$ cat src/rtl/uart_rx_pkg.sv
// Shared definitions for the UART receive path: frame FSM states, parity
// modes and default widths used by the frame controller and edge_bit_counter.
package uart_rx_pkg;

    localparam int unsigned PRESCALE_W = 6;
    localparam int unsigned DATA_WIDTH = 8;

    localparam logic PAR_EVEN = 1'b0;
    localparam logic PAR_ODD  = 1'b1;

    typedef enum logic [2:0] {
        IDLE   = 3'd0,
        START  = 3'd1,
        DATA   = 3'd2,
        PARITY = 3'd3,
        STOP   = 3'd4
    } rx_state_e;

    function automatic logic majority3(input logic [2:0] s);
        return (s[0] & s[1]) | (s[0] & s[2]) | (s[1] & s[2]);
    endfunction

endpackage

$ cat src/rtl/uart_rx_frame_ctrl_data_sampling.sv
// Mid-bit oversampler: captures RX_IN at edge_cnt H-1, H and H+1 (H = Prescale/2)
// and registers the majority as samp_bit on the H+1 edge.
module data_sampling
    import uart_rx_pkg::*;
#(
    parameter int unsigned WIDTH = PRESCALE_W
) (
    input  logic             clk,
    input  logic             RST,
    input  logic             enable,
    input  logic             RX_IN,
    input  logic [WIDTH-1:0] Prescale,
    input  logic [WIDTH-1:0] edge_cnt,
    output logic             samp_bit
);

    logic [WIDTH-1:0] half;
    logic [WIDTH-1:0] pt_early;
    logic [WIDTH-1:0] pt_late;

    logic [2:0] samples_q, samples_d;
    logic       samp_bit_q, samp_bit_d;

    assign half     = Prescale >> 1;
    assign pt_early = half - 1'b1;
    assign pt_late  = half + 1'b1;

    always_comb begin
        samples_d  = samples_q;
        samp_bit_d = samp_bit_q;
        if (enable) begin
            if (edge_cnt == pt_early) begin
                samples_d[0] = RX_IN;
            end
            if (edge_cnt == half) begin
                samples_d[1] = RX_IN;
            end
            // Vote with the live third sample so samp_bit is ready from H+2.
            if (edge_cnt == pt_late) begin
                samples_d[2] = RX_IN;
                samp_bit_d   = majority3({RX_IN, samples_q[1:0]});
            end
        end
    end

    always_ff @(posedge clk) begin
        if (RST) begin
            samples_q  <= '0;
            samp_bit_q <= 1'b0;
        end else begin
            samples_q  <= samples_d;
            samp_bit_q <= samp_bit_d;
        end
    end

    assign samp_bit = samp_bit_q;

endmodule

$ cat src/rtl/uart_rx_frame_ctrl.sv
// UART receive frame controller: start detect, counter enable, LSB-first
// deserialisation, parity/stop checking and one-cycle data_valid delivery.
module uart_rx_frame_ctrl
    import uart_rx_pkg::rx_state_e, uart_rx_pkg::IDLE, uart_rx_pkg::START,
           uart_rx_pkg::DATA, uart_rx_pkg::PARITY, uart_rx_pkg::STOP,
           uart_rx_pkg::PAR_ODD, uart_rx_pkg::PRESCALE_W;
#(
    parameter int unsigned WIDTH      = PRESCALE_W,
    parameter int unsigned DATA_WIDTH = uart_rx_pkg::DATA_WIDTH
) (
    input  logic                  clk,
    input  logic                  RST,
    input  logic                  RX_IN,
    input  logic [WIDTH-1:0]      Prescale,
    input  logic                  PAR_EN,
    input  logic                  PAR_TYP,
    input  logic [WIDTH-1:0]      edge_cnt,
    input  logic [3:0]            bit_cnt,
    output logic                  cnt_enable,
    output logic [DATA_WIDTH-1:0] P_DATA,
    output logic                  data_valid,
    output logic                  par_err,
    output logic                  stp_err
);

    rx_state_e state_q, state_d;

    logic [DATA_WIDTH-1:0] shift_q, shift_d;
    logic [DATA_WIDTH-1:0] p_data_q, p_data_d;
    logic                  data_valid_q, data_valid_d;
    logic                  par_err_q, par_err_d;
    logic                  stp_err_q, stp_err_d;

    logic             samp_bit;
    logic [WIDTH-1:0] half;
    logic             bit_end;
    logic             shift_pt;
    logic             last_data;
    logic             parity_exp;

    assign cnt_enable = (state_q != IDLE);

    data_sampling #(
        .WIDTH (WIDTH)
    ) u_data_sampling (
        .clk      (clk),
        .RST      (RST),
        .enable   (cnt_enable),
        .RX_IN    (RX_IN),
        .Prescale (Prescale),
        .edge_cnt (edge_cnt),
        .samp_bit (samp_bit)
    );

    assign half       = Prescale >> 1;
    assign bit_end    = (edge_cnt == Prescale - 1'b1);
    assign shift_pt   = (edge_cnt == half + 2'd2);
    assign last_data  = (bit_cnt == 4'(DATA_WIDTH));
    assign parity_exp = (PAR_TYP == PAR_ODD) ? ~^shift_q : ^shift_q;

    always_comb begin
        state_d      = state_q;
        shift_d      = shift_q;
        p_data_d     = p_data_q;
        data_valid_d = 1'b0;
        par_err_d    = par_err_q;
        stp_err_d    = stp_err_q;

        unique case (state_q)
            IDLE: begin
                if (!RX_IN) begin
                    state_d   = START;
                    par_err_d = 1'b0;
                    stp_err_d = 1'b0;
                end
            end
            START: begin
                if (bit_end) begin
                    state_d = samp_bit ? IDLE : DATA;
                end
            end
            DATA: begin
                // Shift-right with insert at the MSB so the first bit ends at bit 0.
                if (shift_pt) begin
                    shift_d                 = shift_q >> 1;
                    shift_d[DATA_WIDTH-1]   = samp_bit;
                end
                if (bit_end && last_data) begin
                    state_d = PAR_EN ? PARITY : STOP;
                end
            end
            PARITY: begin
                if (bit_end) begin
                    par_err_d = (samp_bit != parity_exp);
                    state_d   = STOP;
                end
            end
            STOP: begin
                if (bit_end) begin
                    stp_err_d = ~samp_bit;
                    if (samp_bit && !par_err_q) begin
                        p_data_d     = shift_q;
                        data_valid_d = 1'b1;
                    end
                    state_d = IDLE;
                end
            end
            default: begin
                state_d = IDLE;
            end
        endcase
    end

    always_ff @(posedge clk) begin
        if (RST) begin
            state_q      <= IDLE;
            shift_q      <= '0;
            p_data_q     <= '0;
            data_valid_q <= 1'b0;
            par_err_q    <= 1'b0;
            stp_err_q    <= 1'b0;
        end else begin
            state_q      <= state_d;
            shift_q      <= shift_d;
            p_data_q     <= p_data_d;
            data_valid_q <= data_valid_d;
            par_err_q    <= par_err_d;
            stp_err_q    <= stp_err_d;
        end
    end

    assign P_DATA     = p_data_q;
    assign data_valid = data_valid_q;
    assign par_err    = par_err_q;
    assign stp_err    = stp_err_q;

endmodule

$ cat config.mk
export PLATFORM = sky130hd
export DESIGN_NAME = uart_rx_frame_ctrl
export DESIGN_NICKNAME = d
export VERILOG_FILES = /design/src/rtl/uart_rx_pkg.sv /design/src/rtl/uart_rx_frame_ctrl_data_sampling.sv /design/src/rtl/uart_rx_frame_ctrl.sv
export SDC_FILE = /design/constraint.sdc
export NUM_CORES = 1
export LEC_CHECK = 0
export BUFFER_PORTS_ARGS = -buffer_cell sky130_fd_sc_hd__clkbuf_2
export CAP_MARGIN = 40
export CORE_UTILIZATION = 60
export CTS_CLUSTER_SIZE = 16
export DETAILED_ROUTE_END_ITERATION = 12
export HOLD_SLACK_MARGIN = 0.12
export PLACE_DENSITY = 0.85
export SYNTH_ARGS = -nofsm -noshare
export SYNTH_HDL_FRONTEND = slang
export SYNTH_SLANG_ARGS = --single-unit
$ cat constraint.sdc
create_clock -name clk -period 3.8 [get_ports clk]
set_input_delay 0.38 -clock clk [delete_from_list [all_inputs] [get_ports clk]]
set_output_delay 0.38 -clock clk [all_outputs]
set_load 0.01 [all_outputs]
==> impl_results.md, run 1 <==
* Outcome: finished with violations
* Failing checks: design-rule violations
* Clock transition at path regs at 0.14 ns
* Placement Setup Slack at 1.254 ns
* HP Class: input pin to flop
* Max incr delay on CP at 0.50 ns
* PD cells at 248.6 nW/µm²
* Worst Path Max Fanout at 13
* Row cnt at 19
* Starting Density at 0.6592
* Post-Syn Nets at 243
* Mapped cell area at 1881 µm²
* First-pass GRT wire length at 6.534 mm
* Avg Inst Size Synth at 8.747 µm²
* FMAX at 452.1 MHz
* Final Slew Violations at 0
* Setup violators final at 0
* Synth Register Bits at 25
* Die W at 57.99 µm
* Initial antenna violation count at 0
* IO Pins at 33
* Final period util at 0.5821
* CP delay by family, top: simple AND/OR/NAND/NOR gates
* Max Root-Sink Buffers at 2
* Post-detailed-route count of antenna-violating nets at 0
* Die footprint at 3362 µm²
* Critical Path Start Type: input pin
* Root Driver: clkbuf_4
* Buffer and inverter count on the worst path at 2
* Port Buf Inserts at 32
* Synth Instances at 215
* Fin nets at 264
* Largest net degree at the start of global routing at 29
* Setup crit end kind: flop
* P_leak at 0.8656 nW
* Worst-margin pin slew at 0.9067 ns
* R2R Path Start: state_q[2]
* Grt ovf at 0
* WP data required at 4.03 ns
* R2R cell count at 5
* Launch point of the worst path: Prescale[1]
* Die H at 57.99 µm
* Final hold vios at 0
* Vias in the first global route at 1448
* Core area at 2853 µm²
* Slowest stage cell, crit path: and4b_1
* Inst Count DP at 262
* Reg2reg setup slack at 1.65 ns
* RSZ-0062 raised after global routing: no
* CTS tree: yes
* Ys Warns at 0
* GRT Util Overall at 0.2450
* Seq/Total Area, Yosys at 0.2661
* Cell variety after synth at 59
* Total CTS buffers at 3
* Vias per cell at 5.917
* Post-Route Skew at 0.01447 ns
* CP Depth at 8
* CP cell instances: clkbuf_2 -> inv_1 -> ha_1 -> xor3_1 -> nor3_2 -> and4b_1 -> nand2_1 -> mux2_1
* 1st-iter DRT viols at 68
* Proportion of layout cells with a drive suffix above 1 at 0.1957
* Final Worst Setup Slack at 1.588 ns
* Slew headroom at 0.3799
* Post_cts resized at 0
* WL/cell at 14.00 µm
* Clock Sinks at 25
* Final wirelength at 3.724 mm
* Critical Path Sink: state_q[2]
* Diodes inserted at 0
* Final period demand of the worst path at 2.212 ns
* Finished Layout Cells at 266
* Top FF cell, synth: dfxtp_1
* # Post-CTS Setup Buffers at 0
* P&R area growth vs syn at 7.119%
* Post-Route Setup TNS at 0 ns
* Clk_lat worst skew at 0.32 ns
* Critical path class: input pin to flop
* Synth async-reset ratio at 0
* Detailed-route via count at 1574
* RD Place Congestion at 0.8989
* DR pass1 iterations at 12
* Peak supply drop at 0.2330 mV
* Post-synth EDFFs at 0
* Reg2reg end: u_data_sampling.samp_bit
* DRC viols at 1
* Max-cap violation count at 0
* Arr. time, crit path at 2.44 ns
* CTS Hold Bufs at 0
* HPWL Detailed at 2.857 mm
* H-Tree Depth at 1
-- synthesized netlist by cell type, types with 3 or more instances --
| master | n | area share |
|---|---|---|
| dfxtp_1 | 25 | 0.27 |
| nor2_1 | 18 | 0.036 |
| xnor2_1 | 17 | 0.079 |
| a21oi_1 | 12 | 0.032 |
| nand4_1 | 12 | 0.040 |
| xor2_1 | 12 | 0.056 |
| o21ai_1 | 10 | 0.027 |
| mux2i_1 | 9 | 0.048 |
| inv_1 | 8 | 0.016 |
| ha_1 | 7 | 0.047 |
| nand2_1 | 6 | 0.012 |
| buf_2 | 5 | 0.013 |
| clkbuf_1 | 5 | 0.010 |
| nand3_1 | 4 | 0.011 |
| nor3_1 | 4 | 0.011 |
| nor4_1 | 4 | 0.013 |
| buf_4 | 3 | 0.012 |
| nor3b_1 | 3 | 0.012 |
-- metal layers --
layer	vias to the layer above	GRT usage	part of all wire
met4	0	0.05782	0.0070
li1	812	-	-
met2	30	0.3580	0.44
met3	2	0.04464	0.035
met5	-	0	0
met1	730	0.3717	0.51
-- where the power goes --
| part | total [mW] | internal, mW | switching [mW] | leakage, nW |
|---|---|---|---|---|
| registers | 0.266 | 0.263 | 0.00297 | 0.202 |
| clock network | 0.117 | 0.0394 | 0.0775 | 0.0177 |
| logic | 0.117 | 0.0482 | 0.0693 | 0.646 |
-- tightest hold or removal path: cells and delay by family --
kind,cells,cell delay [ns]
AOI/OAI and AO/OA,1,0.05
and+or+nand+nor,1,0.08
buffers and inverters,1,0.13
-- area by class of cell --
| class | instances | area [µm²] |
|---|---|---|
| multi-input combinational | 166 | 1257 |
| tap | 31 | 38.79 |
| fill | 230 | 838.3 |
| timing repair buffer | 32 | 160.2 |
| clock buffer | 3 | 22.52 |
| sequential | 25 | 500.5 |
| clock inverter | 1 | 5.005 |
| inverter | 8 | 30.03 |
-- state kept, by name (all words and copies together), names as in the netlist --
signal,count
P_DATA,8
shift_q,8
u_data_sampling.samples_q,2
data_valid,1
par_err,1
u_data_sampling.samp_bit,1
stp_err,1
state_q,3
-- stage by stage --
stage / util / total power [mW] / instance area (µm²) / hold slack, ns
floorplan: - / 0.3639 / 1881 / 0.4706
global placement: 0.6965 / 0.3863 / 1987 / 0.4658
detailed placement: 0.6965 / 0.3882 / 1987 / 0.4725
CTS: 0.7061 / 0.5025 / 2014 / 0.3554
global route: 0.7061 / 0.5275 / 2014 / 0.3449
finish: 0.7061 / 0.5007 / 2014 / 0.3518
-- layout by cell type, fill, tap and decap left out, types with 6 or more instances in the layout --
cell       n
a21oi_1   12
xnor2_1   17
inv_1      8
clkbuf_2  32
nand2_1    6
dfxtp_1   25
mux2i_1    9
nor2_1    18
nand4_1   12
ha_1       7
xor2_1    12
o21ai_1   10
-- worst min path at each step --
stage                                       from  slack, ns  cells past startpoint                      endpoint
finish                                     RX_IN       0.35                      3  u_data_sampling.samples_q[0]
global route                               RX_IN       0.34                      3  u_data_sampling.samples_q[0]
CTS                                        RX_IN       0.36                      3  u_data_sampling.samples_q[0]
detailed placement                     P_DATA[0]       0.47                      2                     P_DATA[0]
global placement                       P_DATA[5]       0.47                      2                     P_DATA[5]
floorplan           u_data_sampling.samples_q[1]       0.47                      2  u_data_sampling.samples_q[1]
-- cells by family after synthesis --
| logic type | synth area share |
|---|---|
| buffers and inverters | 0.06520 |
| AOI/OAI and AO/OA | 0.1783 |
| muxes | 0.05988 |
| DFF | 0.2661 |
| xor gates and xnor gates | 0.1564 |
| adders and majority gates | 0.05189 |
| and+or+nand+nor | 0.2222 |
Power figures use the tool's default switching activity.
==> run 2, diff against run 1 <==
--- a/config.mk
+++ b/config.mk
@@ -7,11 +7,11 @@
 export LEC_CHECK = 0
 export BUFFER_PORTS_ARGS = -buffer_cell sky130_fd_sc_hd__clkbuf_2
 export CAP_MARGIN = 40
-export CORE_UTILIZATION = 60
+export CORE_UTILIZATION = 56
 export CTS_CLUSTER_SIZE = 16
 export DETAILED_ROUTE_END_ITERATION = 12
 export HOLD_SLACK_MARGIN = 0.12
-export PLACE_DENSITY = 0.85
+export PLACE_DENSITY = 0.8
 export SYNTH_ARGS = -nofsm -noshare
 export SYNTH_HDL_FRONTEND = slang
 export SYNTH_SLANG_ARGS = --single-unit
==> constraint.sdc (replaced) <==
create_clock -name clk -period 2.2 [get_ports clk]
set_input_delay 0.22 -clock clk [delete_from_list [all_inputs] [get_ports clk]]
set_output_delay 0.22 -clock clk [all_outputs]
set_load 0.01 [all_outputs]
==> run 2 against run 1 <==
The run now ends clean. Critical path depth shrank 3. Final cell count grew 7.9%. Worst hold slack lost 0.15 ns. Critical endpoint is now shift_q[1]. Largest cell class unchanged.
==> impl_results.md, run 2 (synthesis gave the netlist of run 1 again) <==
* Outcome: completed
* M1 wire length at 1.890 mm
* Starting Density at 0.6012
* Switching pwr at 264.6 µW
* Clock transition at path regs at 0.14 ns
* Critical Path Start Type: flop
* Slew headroom at 0.6216
* Int Power at 615.3 µW
* Max incr delay on CP at 0.51 ns
* Critical path class: flop to flop
* Met3 wire length at 113 µm
* GRT Util Overall at 0.2234
* H-Tree Depth at 1
* Total CTS buffers at 3
* Comb pwr share at 0.243
* Post_cts resized at 0
* Proportion of layout cells with a drive suffix above 1 at 0.2222
* Clock Sinks at 25
* P&R area growth vs syn at 11.31%
* Slowest stage cell, crit path: dfxtp_1
* Most frequent cells in the layout: clkbuf_2 (32), dfxtp_1 (25), nor2_1 (18), xnor2_1 (17)
* Inst Count DP at 283
* Core area at 3128 µm²
* Final Util at 0.6692
* Uppermost layer routed: met4
* Grt ovf at 0
* CTS Hold Bufs at 0
* DR pass1 iterations at 4
* Commonest non-fill, non-tap cell in the layout: clkbuf_2
* HP Class: input pin to flop
* HPWL Detailed at 2.857 mm
* Final Slew Violations at 0
* Clock power share at 0.234
* Fillers at 256
* Max-cap violation count at 0
* Flop pwr share at 0.523
* Worst Path Max Fanout at 10
* WL/cell at 12.97 µm
* PD cells at 420.3 nW/µm²
* Max Root-Sink Buffers at 2
* Setup violators final at 0
* IO Pins at 33
* Vias in the first global route at 1335
* Min-delay src: RX_IN
* Largest net degree at the start of global routing at 29
* Post-Route Setup TNS at 0 ns
* Root Driver: clkbuf_4
* Launch point of the worst path: state_q[1]
* # Post-CTS Setup Buffers at 0
* Met2 WL at 1.705 mm
* Arr. time, crit path at 2.15 ns
* Final period demand of the worst path at 1.949 ns
* WP data required at 2.40 ns
* P_leak at 0.9022 nW
* Worst-margin pin slew at 0.5676 ns
* Port Buf Inserts at 32
* Final hold vios at 0
* Peak supply drop at 0.4992 mV
* Initial antenna violation count at 0
* R2R Path Start: state_q[1]
* Die H at 59.95 µm
* 1st-iter DRT viols at 78
* RD Place Congestion at 0.8822
* Detailed-route via count at 1601
* DRC viols at 0
* Post-detailed-route count of antenna-violating nets at 0
* Die W at 59.95 µm
* Row cnt at 20
* Finished Layout Cells at 287
* CTS tree: yes
* FMAX at 513.0 MHz
* Die footprint at 3594 µm²
* Final wirelength at 3.723 mm
* Diodes inserted at 0
* Clk_lat worst skew at 0.31 ns
* Final period util at 0.8861
* First-pass GRT wire length at 6.106 mm
* RSZ-0062 raised after global routing: no
* Post-Route Skew at 0.002795 ns
* Sw Ratio at 0.3008
* Fin nets at 272
* CP cell instances: inv_1 -> nor4_1 -> o2111ai_4 -> mux2i_1 -> nor2_1
* Setup crit end kind: flop
* Vias per cell at 5.578
[run 2: changes by cell type in the layout (fill, tap and decap cells not counted), sizes merged]
cell	before	now
clkinvlp	0	1
clkinv	1	0
buf	0	8
[run 2: metrics by stage]
step	power, mW	setup WS (ns)	instance area [µm²]	hold WS [ns]
final	0.8799	0.2505	2093	0.2067
after global routing	0.9360	0.04481	2093	0.2116
after CTS	0.8866	0.2674	2093	0.2021
after detailed placement	0.6826	0.004598	2063	0.4693
after global placement	0.6810	0.08844	2063	0.4649
after floorplan	0.6285	0.1752	1881	0.3639
[run 2: cell type report]
type / instances / area, µm² / share of cell area
Inverter: 8 / 30.03 / 0.01435
Multi-Input combinational cell: 166 / 1257 / 0.6007
Clock buffer: 3 / 22.52 / 0.01076
Timing Repair Buffer: 40 / 220.2 / 0.1052
Tap cell: 44 / 55.05 / 0.02630
Clock inverter: 1 / 7.507 / 0.003586
Sequential cell: 25 / 500.5 / 0.2391
[run 2: power by group through the flow]
stage / Combinational (mW) / Clock, mW / Sequential [mW]
floorplan: 0.163 / 0 / 0.466
global placement: 0.211 / 0 / 0.470
detailed placement: 0.213 / 0 / 0.470
CTS: 0.214 / 0.213 / 0.460
global route: 0.236 / 0.239 / 0.461
finish: 0.214 / 0.206 / 0.460
[run 2: per-layer routing]
metal,vias up,track usage
met3,2,0.03896
met4,0,0.03654
li1,830,-
met2,32,0.3365
met5,-,0
met1,737,0.3356
[run 2: worst max-delay path: cells and delay by family, from the launching register on]
family | cells | cell delay, ns
compound gates | 1 | 0.35
mux | 1 | 0.24
buf+inv | 1 | 0.16
flops | 1 | 0.51
simple gates | 2 | 0.56
[run 2: path summary, 6_finish.rpt]
path / to / slack, ns / depth (start not counted)
worst max-delay path: shift_q[1] / 0.25 / 5
worst min-delay path: u_data_sampling.samples_q[0] / 0.21 / 3
worst max register to register: shift_q[1] / 0.25 / 5
worst min register to register: P_DATA[3] / 0.49 / 2
==> run 3, diff against run 2 <==
--- a/config.mk
+++ b/config.mk
@@ -12,6 +12,7 @@
 export DETAILED_ROUTE_END_ITERATION = 12
 export HOLD_SLACK_MARGIN = 0.12
 export PLACE_DENSITY = 0.8
+export REMOVE_ABC_BUFFERS = 1
 export SYNTH_ARGS = -nofsm -noshare
 export SYNTH_HDL_FRONTEND = slang
 export SYNTH_SLANG_ARGS = --single-unit
==> run 3 against run 2 <==
Sequential share of layout area decreased by 0.057 points. Critical endpoint is now shift_q[4]. Register-to-register slack improved by 0.07 ns. Clock-buffer cell count unchanged. Largest power group unchanged. Utilization increased by 0.16 points. Critical path type unchanged. Clock skew increased by 0.0016 ns.
==> impl_results.md, run 3 (synthesis gave the netlist of run 1 again) <==
* CTS tree: yes
* P_leak at 0.9101 nW
* Final period demand of the worst path at 1.878 ns
* Final wirelength at 3.869 mm
* Comb pwr share at 0.246
* Starting Density at 0.6012
* CP delay by family, top: flip-flops
* Max incr delay on CP at 0.51 ns
* Vias in the first global route at 1559
* Row cnt at 20
* Post-Route Skew at 0.004439 ns
* Setup violators final at 0
* Clock power share at 0.235
* Max-cap violation count at 0
* First-pass GRT wire length at 6.913 mm
* Final Util at 0.6708
* Fin nets at 273
* Arr. time, crit path at 2.09 ns
* Max Root-Sink Buffers at 2
* Sw Ratio at 0.3041
* Clock transition at path regs at 0.14 ns
* Largest net degree at the start of global routing at 29
* # Post-CTS Setup Buffers at 0
* Core area at 3128 µm²
* Buffer and inverter count on the worst path at 1
* Commonest non-fill, non-tap cell in the layout: clkbuf_2
* Slew headroom at 0.6222
* Final period util at 0.8534
* Die footprint at 3594 µm²
* Diodes inserted at 0
* Most frequent cells in the layout: clkbuf_2 (32), dfxtp_1 (25), nor2_1 (18), xnor2_1 (17)
* Root Driver: clkbuf_4
* Vias per cell at 5.726
* Fillers at 266
* H-Tree Depth at 1
* Post_cts resized at 0
* Post-detailed-route count of antenna-violating nets at 0
* WP data required at 2.41 ns
* Total power at 886.2 µW
* DRC viols at 0
* WL/cell at 13.43 µm
* PD cells at 422.4 nW/µm²
* Detailed-route via count at 1649
* CP cell instances: inv_1 -> nor4_1 -> o2111ai_4 -> mux2i_1 -> nor2_1
* Outcome: completed
* Port Buf Inserts at 32
* IO Pins at 33
* DR pass1 iterations at 4
* Final hold vios at 0
* FMAX at 532.6 MHz
* Final Slew Violations at 0
* Critical Path Start Type: flop
* P&R area growth vs syn at 11.58%
* Int Power at 616.7 µW
* RD Place Congestion at 0.8127
* CTS Hold Bufs at 0
* 1st-iter DRT viols at 101
* Setup crit end kind: flop
* Worst-margin pin slew at 0.5667 ns
* Switching pwr at 269.5 µW
* Proportion of layout cells with a drive suffix above 1 at 0.2254
* Total CTS buffers at 3
* HPWL Detailed at 2.931 mm
* Die W at 59.95 µm
* Slowest stage cell, crit path: dfxtp_1
* HP Class: input pin to flop
* Peak supply drop at 0.3814 mV
* Worst Path Max Fanout at 10
* WHS at 0.1897 ns
* RSZ-0062 raised after global routing: no
* Critical path class: flop to flop
* Die H at 59.95 µm
* Flop pwr share at 0.519
* Grt ovf at 0
* GRT Util Overall at 0.2505
* Clk_lat worst skew at 0.32 ns
* Clock Sinks at 25
* Initial antenna violation count at 0
[run 3: cell types whose count changed in the layout (fill, tap and decap cells not counted)]
cell / before / now
clkinvlp_4: 1 / 0
clkinv_2: 0 / 1
buf_4: 8 / 9
[run 3: power groups by stage]
stage	sequential (mW)	combinational (mW)	clock [mW]
floorplan	0.469	0.131	0
global placement	0.470	0.213	0
detailed placement	0.470	0.216	0
CTS	0.460	0.217	0.217
global route	0.461	0.240	0.233
finish	0.460	0.218	0.208
[run 3: worst paths after layout]
| check | startpoint | endpoint | slack, ns | cells after the start |
|---|---|---|---|---|
| worst max-delay path | state_q[1] | shift_q[4] | 0.32 | 5 |
| worst min-delay path | RX_IN | u_data_sampling.samples_q[0] | 0.19 | 3 |
| worst max register to register | state_q[1] | shift_q[4] | 0.32 | 5 |
| worst min register to register | P_DATA[1] | P_DATA[1] | 0.49 | 2 |
[run 3: cell type report]
cell class	count	area, µm²	share of cell area
clock buffers	3	22.52	0.01073
clock inverters	1	5.005	0.002385
inverters	8	30.03	0.01431
multi-input cells	166	1257	0.5993
flip-flops and latches	25	500.5	0.2385
well taps	44	55.05	0.02624
repair buffers	41	227.7	0.1085
[run 3: worst min-delay path, stage by stage]
cell and delay (ns):
clkbuf_2 0.13, nand3_1 0.08, a21oi_1 0.06
[run 3: layer usage]
layer | up-vias | track usage | part of all wire
met4 | 0 | 0.04651 | 0.0075
met3 | 4 | 0.03896 | 0.033
met2 | 28 | 0.4175 | 0.47
met5 | - | 0 | 0
met1 | 784 | 0.3436 | 0.49
li1 | 833 | - | -
[run 3: through the flow]
| step | std cells | setup TNS, ns | cell area (µm²) | setup WS (ns) |
|---|---|---|---|---|
| floorplan | 199 | 0 | 1788 | 0.2568 |
| detailed placement | 284 | -0.02358 | 2071 | -0.01488 |
| CTS | 288 | 0 | 2098 | 0.3181 |
| global placement | 284 | 0 | 2071 | 0.07314 |
| global route | 288 | 0 | 2098 | 0.1785 |
| finish | 288 | 0 | 2098 | 0.3225 |
